==> src/rtl/ex_operand_fwd_mux.sv <==
// Registered per-channel operand selector for EX forwarding, buffered by a 2-entry skid stage.
// Optional forward counters are compiled in with FWD_MUX_STATS_EN.
module ex_operand_fwd_mux #(
  parameter int                 DATA_W      = 32,
  parameter int                 NUM_SRC     = 3,
  parameter int                 NUM_CH      = 2,
  parameter logic [DATA_W-1:0]  DEFAULT_VAL = '0,
  localparam int                SEL_W       = (NUM_SRC > 1) ? $clog2(NUM_SRC) : 1
) (
  input  logic                      clk,
  input  logic                      reset,
  input  logic                      flush,
  input  logic                      in_valid,
  output logic                      in_ready,
  input  logic [NUM_SRC*DATA_W-1:0] in_src,
  input  logic [NUM_CH*SEL_W-1:0]   in_sel,
  output logic                      out_valid,
  input  logic                      out_ready,
  output logic [NUM_CH*DATA_W-1:0]  out_data,
  output logic [NUM_CH-1:0]         out_sel_err
`ifdef FWD_MUX_STATS_EN
  ,
  input  logic                      stat_clr,
  output logic [NUM_CH*32-1:0]      stat_fwd_cnt
`endif
);

  logic [NUM_CH*DATA_W-1:0] sel_data;
  logic [NUM_CH-1:0]        sel_err;

  logic                     m_valid_q, m_valid_d;
  logic                     s_valid_q, s_valid_d;
  logic                     ready_q;
  logic [NUM_CH*DATA_W-1:0] m_data_q, s_data_q;
  logic [NUM_CH-1:0]        m_err_q, s_err_q;
  logic                     m_load_in, m_load_s, s_load;
  logic                     accept, drain;

  assign accept = in_valid & ready_q;
  assign drain  = m_valid_q & out_ready;

  genvar gi;
  generate
    for (gi = 0; gi < NUM_CH; gi++) begin : g_ch
      logic [SEL_W-1:0]  ch_sel;
      logic [DATA_W-1:0] ch_data;
      logic              ch_err;

      assign ch_sel = in_sel[gi*SEL_W +: SEL_W];

      always_comb begin
        ch_data = DEFAULT_VAL;
        ch_err  = 1'b1;
        for (int k = 0; k < NUM_SRC; k++) begin
          if (ch_sel == SEL_W'(k)) begin
            ch_data = in_src[k*DATA_W +: DATA_W];
            ch_err  = 1'b0;
          end
        end
      end

      assign sel_data[gi*DATA_W +: DATA_W] = ch_data;
      assign sel_err[gi]                   = ch_err;

`ifdef FWD_MUX_STATS_EN
      // A forward is an accepted, in-range, non-register-file select; flush does not undo it.
      logic [31:0] cnt_q, cnt_d;
      always_comb begin
        cnt_d = cnt_q;
        if (stat_clr)
          cnt_d = '0;
        else if (accept && !ch_err && (ch_sel != '0) && (cnt_q != 32'hFFFF_FFFF))
          cnt_d = cnt_q + 32'd1;
      end
      always_ff @(posedge clk) begin
        if (reset) cnt_q <= '0;
        else       cnt_q <= cnt_d;
      end
      assign stat_fwd_cnt[gi*32 +: 32] = cnt_q;
`else
      // No statistics hardware in this build.
`endif
    end
  endgenerate

  // M empty never coexists with S full, so a refill from S only happens while M drains.
  always_comb begin
    m_valid_d = m_valid_q;
    s_valid_d = s_valid_q;
    m_load_in = 1'b0;
    m_load_s  = 1'b0;
    s_load    = 1'b0;
    if (flush) begin
      m_valid_d = 1'b0;
      s_valid_d = 1'b0;
    end else if (!m_valid_q || drain) begin
      if (s_valid_q) begin
        m_load_s  = 1'b1;
        m_valid_d = 1'b1;
        s_valid_d = 1'b0;
      end else if (accept) begin
        m_load_in = 1'b1;
        m_valid_d = 1'b1;
      end else begin
        m_valid_d = 1'b0;
      end
    end else if (accept) begin
      s_load    = 1'b1;
      s_valid_d = 1'b1;
    end
  end

  always_ff @(posedge clk) begin
    if (reset) begin
      m_valid_q <= 1'b0;
      s_valid_q <= 1'b0;
      ready_q   <= 1'b0;
    end else begin
      m_valid_q <= m_valid_d;
      s_valid_q <= s_valid_d;
      ready_q   <= !s_valid_d;
    end
  end

  always_ff @(posedge clk) begin
    if (reset) begin
      m_data_q <= '0;
      m_err_q  <= '0;
      s_data_q <= '0;
      s_err_q  <= '0;
    end else begin
      if (m_load_in) begin
        m_data_q <= sel_data;
        m_err_q  <= sel_err;
      end else if (m_load_s) begin
        m_data_q <= s_data_q;
        m_err_q  <= s_err_q;
      end
      if (s_load) begin
        s_data_q <= sel_data;
        s_err_q  <= sel_err;
      end
    end
  end

  assign in_ready    = ready_q;
  assign out_valid   = m_valid_q;
  assign out_data    = m_data_q;
  assign out_sel_err = m_err_q;

endmodule

==> config.mk <==
export PLATFORM = sky130hd
export DESIGN_NAME = ex_operand_fwd_mux
export DESIGN_NICKNAME = d
export VERILOG_FILES = /design/src/rtl/ex_operand_fwd_mux.sv
export SDC_FILE = /design/constraint.sdc
export NUM_CORES = 1
export LEC_CHECK = 0
export CAP_MARGIN = 40
export CORE_MARGIN = 2
export CORE_UTILIZATION = 46
export CTS_BUF_LIST = sky130_fd_sc_hd__clkbuf_2
export CTS_CLUSTER_DIAMETER = 30
export DETAILED_ROUTE_END_ITERATION = 7
export PLACE_DENSITY = 0.83
export SYNTH_ARGS = -nofsm -noshare
export SYNTH_HDL_FRONTEND = slang
export SYNTH_SLANG_ARGS = --single-unit
==> constraint.sdc <==
create_clock -name clk -period 1.95 [get_ports clk]
set_clock_uncertainty 0.2 [all_clocks]
set_input_delay 0.4875 -clock clk [delete_from_list [all_inputs] [get_ports clk]]
set_output_delay 0.4875 -clock clk [all_outputs]
set_load 0.02 [all_outputs]
==> results of run 1 <==
## logic make-up after synthesis
family | count (synthesis) | synth area share [%]
muxes | 64 | 9.517
and+or+nand+nor | 408 | 27.14
AOI/OAI and AO/OA | 134 | 17.25
DFF | 135 | 40.15
buffers and inverters | 82 | 5.948
## routing by layer
metal	part of all wire (%)	vias to the layer above	global-route usage, %
met3	6.5	41	4.835
met1	43	3245	32.92
met2	48	286	41.43
met4	2.1	0	9.150
li1	-	3252	-
met5	0	-	0
## cell usage after synthesis
| master | n |
|---|---|
| buf_1 | 7 |
| nor3_1 | 65 |
| dfxtp_1 | 135 |
| nor4_2 | 1 |
| buf_4 | 3 |
| nand2_1 | 5 |
| o32ai_1 | 64 |
| a21oi_1 | 3 |
| buf_6 | 5 |
| buf_2 | 35 |
| or4_4 | 1 |
| nor3_2 | 2 |
| clkbuf_1 | 32 |
| mux2i_1 | 64 |
| o2bb2ai_1 | 64 |
| a311oi_1 | 2 |
| nor2b_1 | 2 |
| nand3_1 | 4 |
| a211oi_1 | 1 |
| nor2b_2 | 1 |
| nor4_1 | 1 |
| nor2_1 | 259 |
| nand2b_1 | 66 |
| or3_1 | 1 |
## sequential cells by signal, summed over array words and instances, names as in the netlist
signal,flops
in_ready,1
s_valid_q,1
out_data,64
s_err_q,2
s_data_q,64
out_valid,1
out_sel_err,2
## layout make-up
class / count / area (µm²)
clock buffers: 22 / 110.1
clock inverters: 7 / 33.78
fillers: 1193 / 5002
multi-input cells: 606 / 3706
flip-flops and latches: 135 / 2789
well taps: 184 / 230.2
repair buffers: 238 / 2552
## worst max-delay path, delay by kind of cell, from the launching register on
kind	cells	cell delay, ns
DFF	1	0.41
AOI/OAI and AO/OA	1	0.29
buffers and inverters	5	0.67
and+or+nand+nor	3	0.23
## through the flow
stage | power (µW) | std cells | hold slack, ns
after CTS | 5030 | 1179 | 0.005113
after detailed placement | 3804 | 1143 | 0.2471
final | 5050 | 1192 | 0.07316
after floorplan | 3328 | 823 | 0.2366
after global routing | 5255 | 1192 | 0.02814
after global placement | 3792 | 1143 | 0.2427
## how the worst min path moves through the flow
stage	cells after the start	start	end
after detailed placement	2	s_err_q[1]	s_err_q[1]
after floorplan	2	s_err_q[0]	s_err_q[0]
final	4	in_sel[3]	s_err_q[1]
after CTS	4	in_sel[3]	s_err_q[1]
after global placement	2	s_err_q[1]	s_err_q[1]
after global routing	4	in_sel[3]	s_err_q[1]
## power groups by stage
stage / registers, µW / logic, µW / clock network (µW)
after floorplan: 2880 / 448 / 0
after global placement: 2860 / 931 / 0
after detailed placement: 2860 / 944 / 0
after CTS: 2800 / 946 / 1280
after global routing: 2810 / 1060 / 1380
final: 2810 / 997 / 1250
## timing repair
action,in CTS,in global routing
endpoints found under the setup margin,70,101
gates cloned,0,5
pin swaps,0,1
hold buffers,0,0
resized for setup,392,73
setup buffers,7,9
endpoints found under the hold margin,0,0
==> impl_metrics.yaml, run 1 <==
flow_run:
  drv_cap: 0
timing:
  timing.fmax_mhz: 524.8
  layout_setup_ws_ns: 0.04446
  max_slew_margin_pct: 64.49
  fin_crit_sh_pct: 97.72
  setup_viol: 0
  max_slew.worst_pin.slew_ns: 0.5326
  fin_tns_setup_ns: 0
  slew_viol_final: 0
  finalHoldViolations: 0
  fin_crit_ns: 1.906
  rsz0062_at_grt: "yes"
worst_setup_path:
  crit_top_cell: "buf_6"
  critPathLaunchType: "register"
  reg2reg_depth: 9
  critical_path.cell_chain: "buf_6 > nand2_2 > buf_6 > nor4_4 > buf_6 > buf_12 > clkbuf_16 > nor2_1 > o32ai_1"
  path_max_fanout: 5
  rr_startpoint: "in_ready"
  critPathMaxStageDelay_ns: 0.41
  r2r_end: "out_data[17]"
  crit_path_start: "in_ready"
  crit_end: "out_data[17]"
  end_kind: "register"
  required_ns: 2.33
  critPathKind: "register to register"
  rrSetupSlack_ns: 0.04
  critPathArrivalTime_ns: 2.28
  cpMaxStageDelayCell: "dfxtp_4"
logic_synthesis:
  seq_area_frac_synth_pct: 40.15
  yosysWarningCount: 0
  synth_top_area_share_pct: 40.15
  synthesis.area_um2: 6731
  syn_avg_cell_area_um2: 8.179
  ys_seq_elements: 135
  ys_top_cells_by_area: "dfxtp_1 40%, nor2_1 14%, mux2i_1 9.5%, o2bb2ai_1 8.3%, o32ai_1 8.3%"
  synth_nets: 928
  synth_cells: 823
  ys_types: 24
  yosys.area.top_type: "dfxtp_1"
final_layout:
  final_common_cell: "nor2_1"
  diodes: 0
  finalInstanceArea_um2: 9422
  nets: 1103
  layout_common_cells: "259 x nor2_1, 99 x clkdlybuf4s50_1, 70 x dfxtp_1"
  drive_gt1_share_pct: 24.21
  fin_util_pct: 65.32
  syn2layout_area_growth_pct: 39.96
clocking:
  clk_pin_slew_ns: 0.17
  cts_tree: "done"
  clockBufferDepth: 2
  clockRootBuffer: "clkbuf_2"
  cts_made_buffers: 17
  cts.sinks: 135
  h-tree-depth: 4
  worstSkewPairLatency_ns: 0.69
floorplan:
  fp.dieW_um: 125.0
  rows: 44
  boundaryPins: 173
  start_util_pct: 46.67
  core_um2: 14420
  fp.dieH_um: 125.0
  die_area_um2: 15620
pwr:
  combPwrFrac_pct: 19.7
  p_int_uw: 3614
  leakagePower_uw: 0.003595
  switching_share_pct: 28.43
  pwr-share-seq_pct: 55.6
  p_per_area_nw_per_um2: 536.0
  ir_worst_vdd_mv: 0.2873
  power_switching_uw: 1436
  pwr-share-clk_pct: 24.7
global_route:
  grt_pass1_vias: 6368
  antenna_found_initial: 0
  grt_max_degree: 136
  grt.total_usage_pct: 25.12
  grt-ovfl-total: 0
  grt_pass1_wl_mm: 32.15
drt:
  ant_nets: 0
  wirelength_mm: 20.89
  vias_per_cell: 5.725
  vias: 6824
  drc_errors: 0
  dr.pass1.iters: 5
  wl_per_cell_um: 17.52
  initialDrtViolationCount: 709
placed_design:
  hpwlAfterDp_mm: 13.56
  io_buffers: 172
  placed_area_um2: 8909
  place_ws_ns: -0.5539
  place_congestion: 0.8333
outcome:
  outcome: "finished clean"
worst_hold_path:
  hp-class: "input port to register"
Power figures use the tool's default switching activity.
==> inputs of run 2 (changes only) <==
--- a/config.mk
+++ b/config.mk
@@ -12,6 +12,7 @@
 export CTS_CLUSTER_DIAMETER = 30
 export DETAILED_ROUTE_END_ITERATION = 7
 export PLACE_DENSITY = 0.83
+export SKIP_CTS_REPAIR_TIMING = 1
 export SYNTH_ARGS = -nofsm -noshare
 export SYNTH_HDL_FRONTEND = slang
 export SYNTH_SLANG_ARGS = --single-unit
==> run 2 against run 1 <==
Against the previous run: non-clock buffer count down 7; total power down 0.69%; sequential share of layout area up 0.47 points; routed wire length down 1.9%; final cell count down 0.59%; setup slack better by 0.016 ns; largest cell class unchanged; flip-flop and latch count unchanged; die area unchanged; clock power about the same.
==> impl_metrics.yaml, run 2 (synthesized netlist as in run 1, its figures left out) <==
final_layout:
  finalInstanceArea_um2: 9269
  diodes: 0
  nets: 1096
  drive_gt1_share_pct: 23.68
  n_fill_cell: 1237
  layout_common_cells: "259 x nor2_1, 99 x clkdlybuf4s50_1, 69 x dfxtp_1"
  final_common_cell: "nor2_1"
  syn2layout_area_growth_pct: 37.70
worst_setup_path:
  critPathArrivalTime_ns: 1.20
  r2r_end: "out_data[53]"
  crit_path_start: "out_data[10]"
  reg2reg_depth: 7
  rr_startpoint: "in_ready"
  critical_path_depth: 1
  required_ns: 1.26
  cpLargestDelayFamily: "flip-flops"
  critical_path.cell_chain: "buf_6"
  path_max_fanout: 2
  cp_num_buf_inv: 1
  critPathMaxStageDelay_ns: 0.40
  critPathLaunchType: "register"
  critPathKind: "register to output port"
  cpMaxStageDelayCell: "dfxtp_2"
  crit_end: "out_data[10]"
  rrSetupSlack_ns: 0.07
  end_kind: "output port"
timing:
  max_slew.worst_pin.slew_ns: 0.5240
  setup_viol: 0
  layout_setup_ws_ns: 0.06076
  slew_viol_final: 0
  max_slew_margin_pct: 65.07
  finalHoldViolations: 0
  fin_crit_sh_pct: 96.88
  fin_tns_setup_ns: 0
  hold_ws_ns: 0.08013
  rsz0062_at_grt: "yes"
  timing.fmax_mhz: 529.3
  fin_crit_ns: 1.889
clocking:
  clockRootBuffer: "clkbuf_2"
  cts.sinks: 135
  clockBufferDepth: 2
  cts_tree: "done"
  worstSkewPairLatency_ns: 0.69
  cts_made_buffers: 17
  h-tree-depth: 4
  clk_pin_slew_ns: 0.18
worst_hold_path:
  hold_depth: 4
  min_from: "in_sel[3]"
  hp-class: "input port to register"
global_route:
  grt_pass1_wl_mm: 31.71
  grt_pass1_vias: 6287
  grt.total_usage_pct: 24.76
  grt_max_degree: 136
  grt-ovfl-total: 0
  antenna_found_initial: 0
pwr:
  pwr-share-clk_pct: 24.7
  ir_worst_vdd_mv: 0.2879
  pwr-share-seq_pct: 56.0
  p_per_area_nw_per_um2: 541.1
  p_int_uw: 3594
  power_switching_uw: 1421
  switching_share_pct: 28.34
  leakagePower_uw: 0.003529
  combPwrFrac_pct: 19.3
  power_uw: 5016
drt:
  ant_nets: 0
  initialDrtViolationCount: 626
  drc_errors: 0
  vias_per_cell: 5.693
  dr.pass1.iters: 5
  vias: 6746
  wirelength_mm: 20.50
  wl_per_cell_um: 17.30
placed_design:
  placed_area_um2: 8909
  place_ws_ns: -0.5539
  io_buffers: 172
  place_congestion: 0.8333
  hpwlAfterDp_mm: 13.56
floorplan:
  start_util_pct: 46.67
  die_area_um2: 15620
  fp.dieH_um: 125.0
  fp.dieW_um: 125.0
  rows: 44
  core_um2: 14420
  boundaryPins: 173
flow_run:
  drv_cap: 0
outcome:
  outcome: "finished clean"
[run 2: cell count changes in the layout (fill, tap and decap cells not counted), moves of 2 or more]
cell	delta
buf_12	-2
buf_4	+2
buf_6	-3
clkbuf_16	-3
dfxtp_2	+2
[run 2: power groups by stage]
stage / logic (µW) / registers (µW) / clock network (µW)
final: 968 / 2810 / 1240
after CTS: 947 / 2800 / 1280
after floorplan: 448 / 2880 / 0
after global placement: 931 / 2860 / 0
after detailed placement: 944 / 2860 / 0
after global routing: 1030 / 2810 / 1390
[run 2: how the worst min path moves through the flow]
stage / to
2_1_floorplan: s_err_q[0]
3_5_place_dp: s_err_q[1]
6_report: s_err_q[1]
5_1_grt: s_err_q[1]
3_3_place_gp: s_err_q[1]
4_1_cts: s_err_q[1]
[run 2: metrics by stage]
step | util (%) | cells
4_1_cts | 62.76 | 1172
6_report | 64.26 | 1185
3_3_place_gp | 61.76 | 1143
3_5_place_dp | 61.76 | 1143
2_1_floorplan | - | 823
5_1_grt | 64.26 | 1185
[run 2: final cells by class]
cell class	instances	area, µm²	area share [%]
clock buffers	22	110.1	1.188
well taps	184	230.2	2.484
multi-input cells	606	3694	39.85
repair buffers	231	2414	26.04
clock inverters	7	33.78	0.3645
flip-flops and latches	135	2788	30.08
[run 2: per-layer routing]
layer,up-vias,wire length [µm],GRT usage (%),part of all wire [%]
li1,3236,-,-,-
met1,3206,8906,32.17,43
met2,271,9927,41.11,48
met3,33,1313,5.178,6.4
met4,0,348,8.497,1.7
met5,-,0,0,0
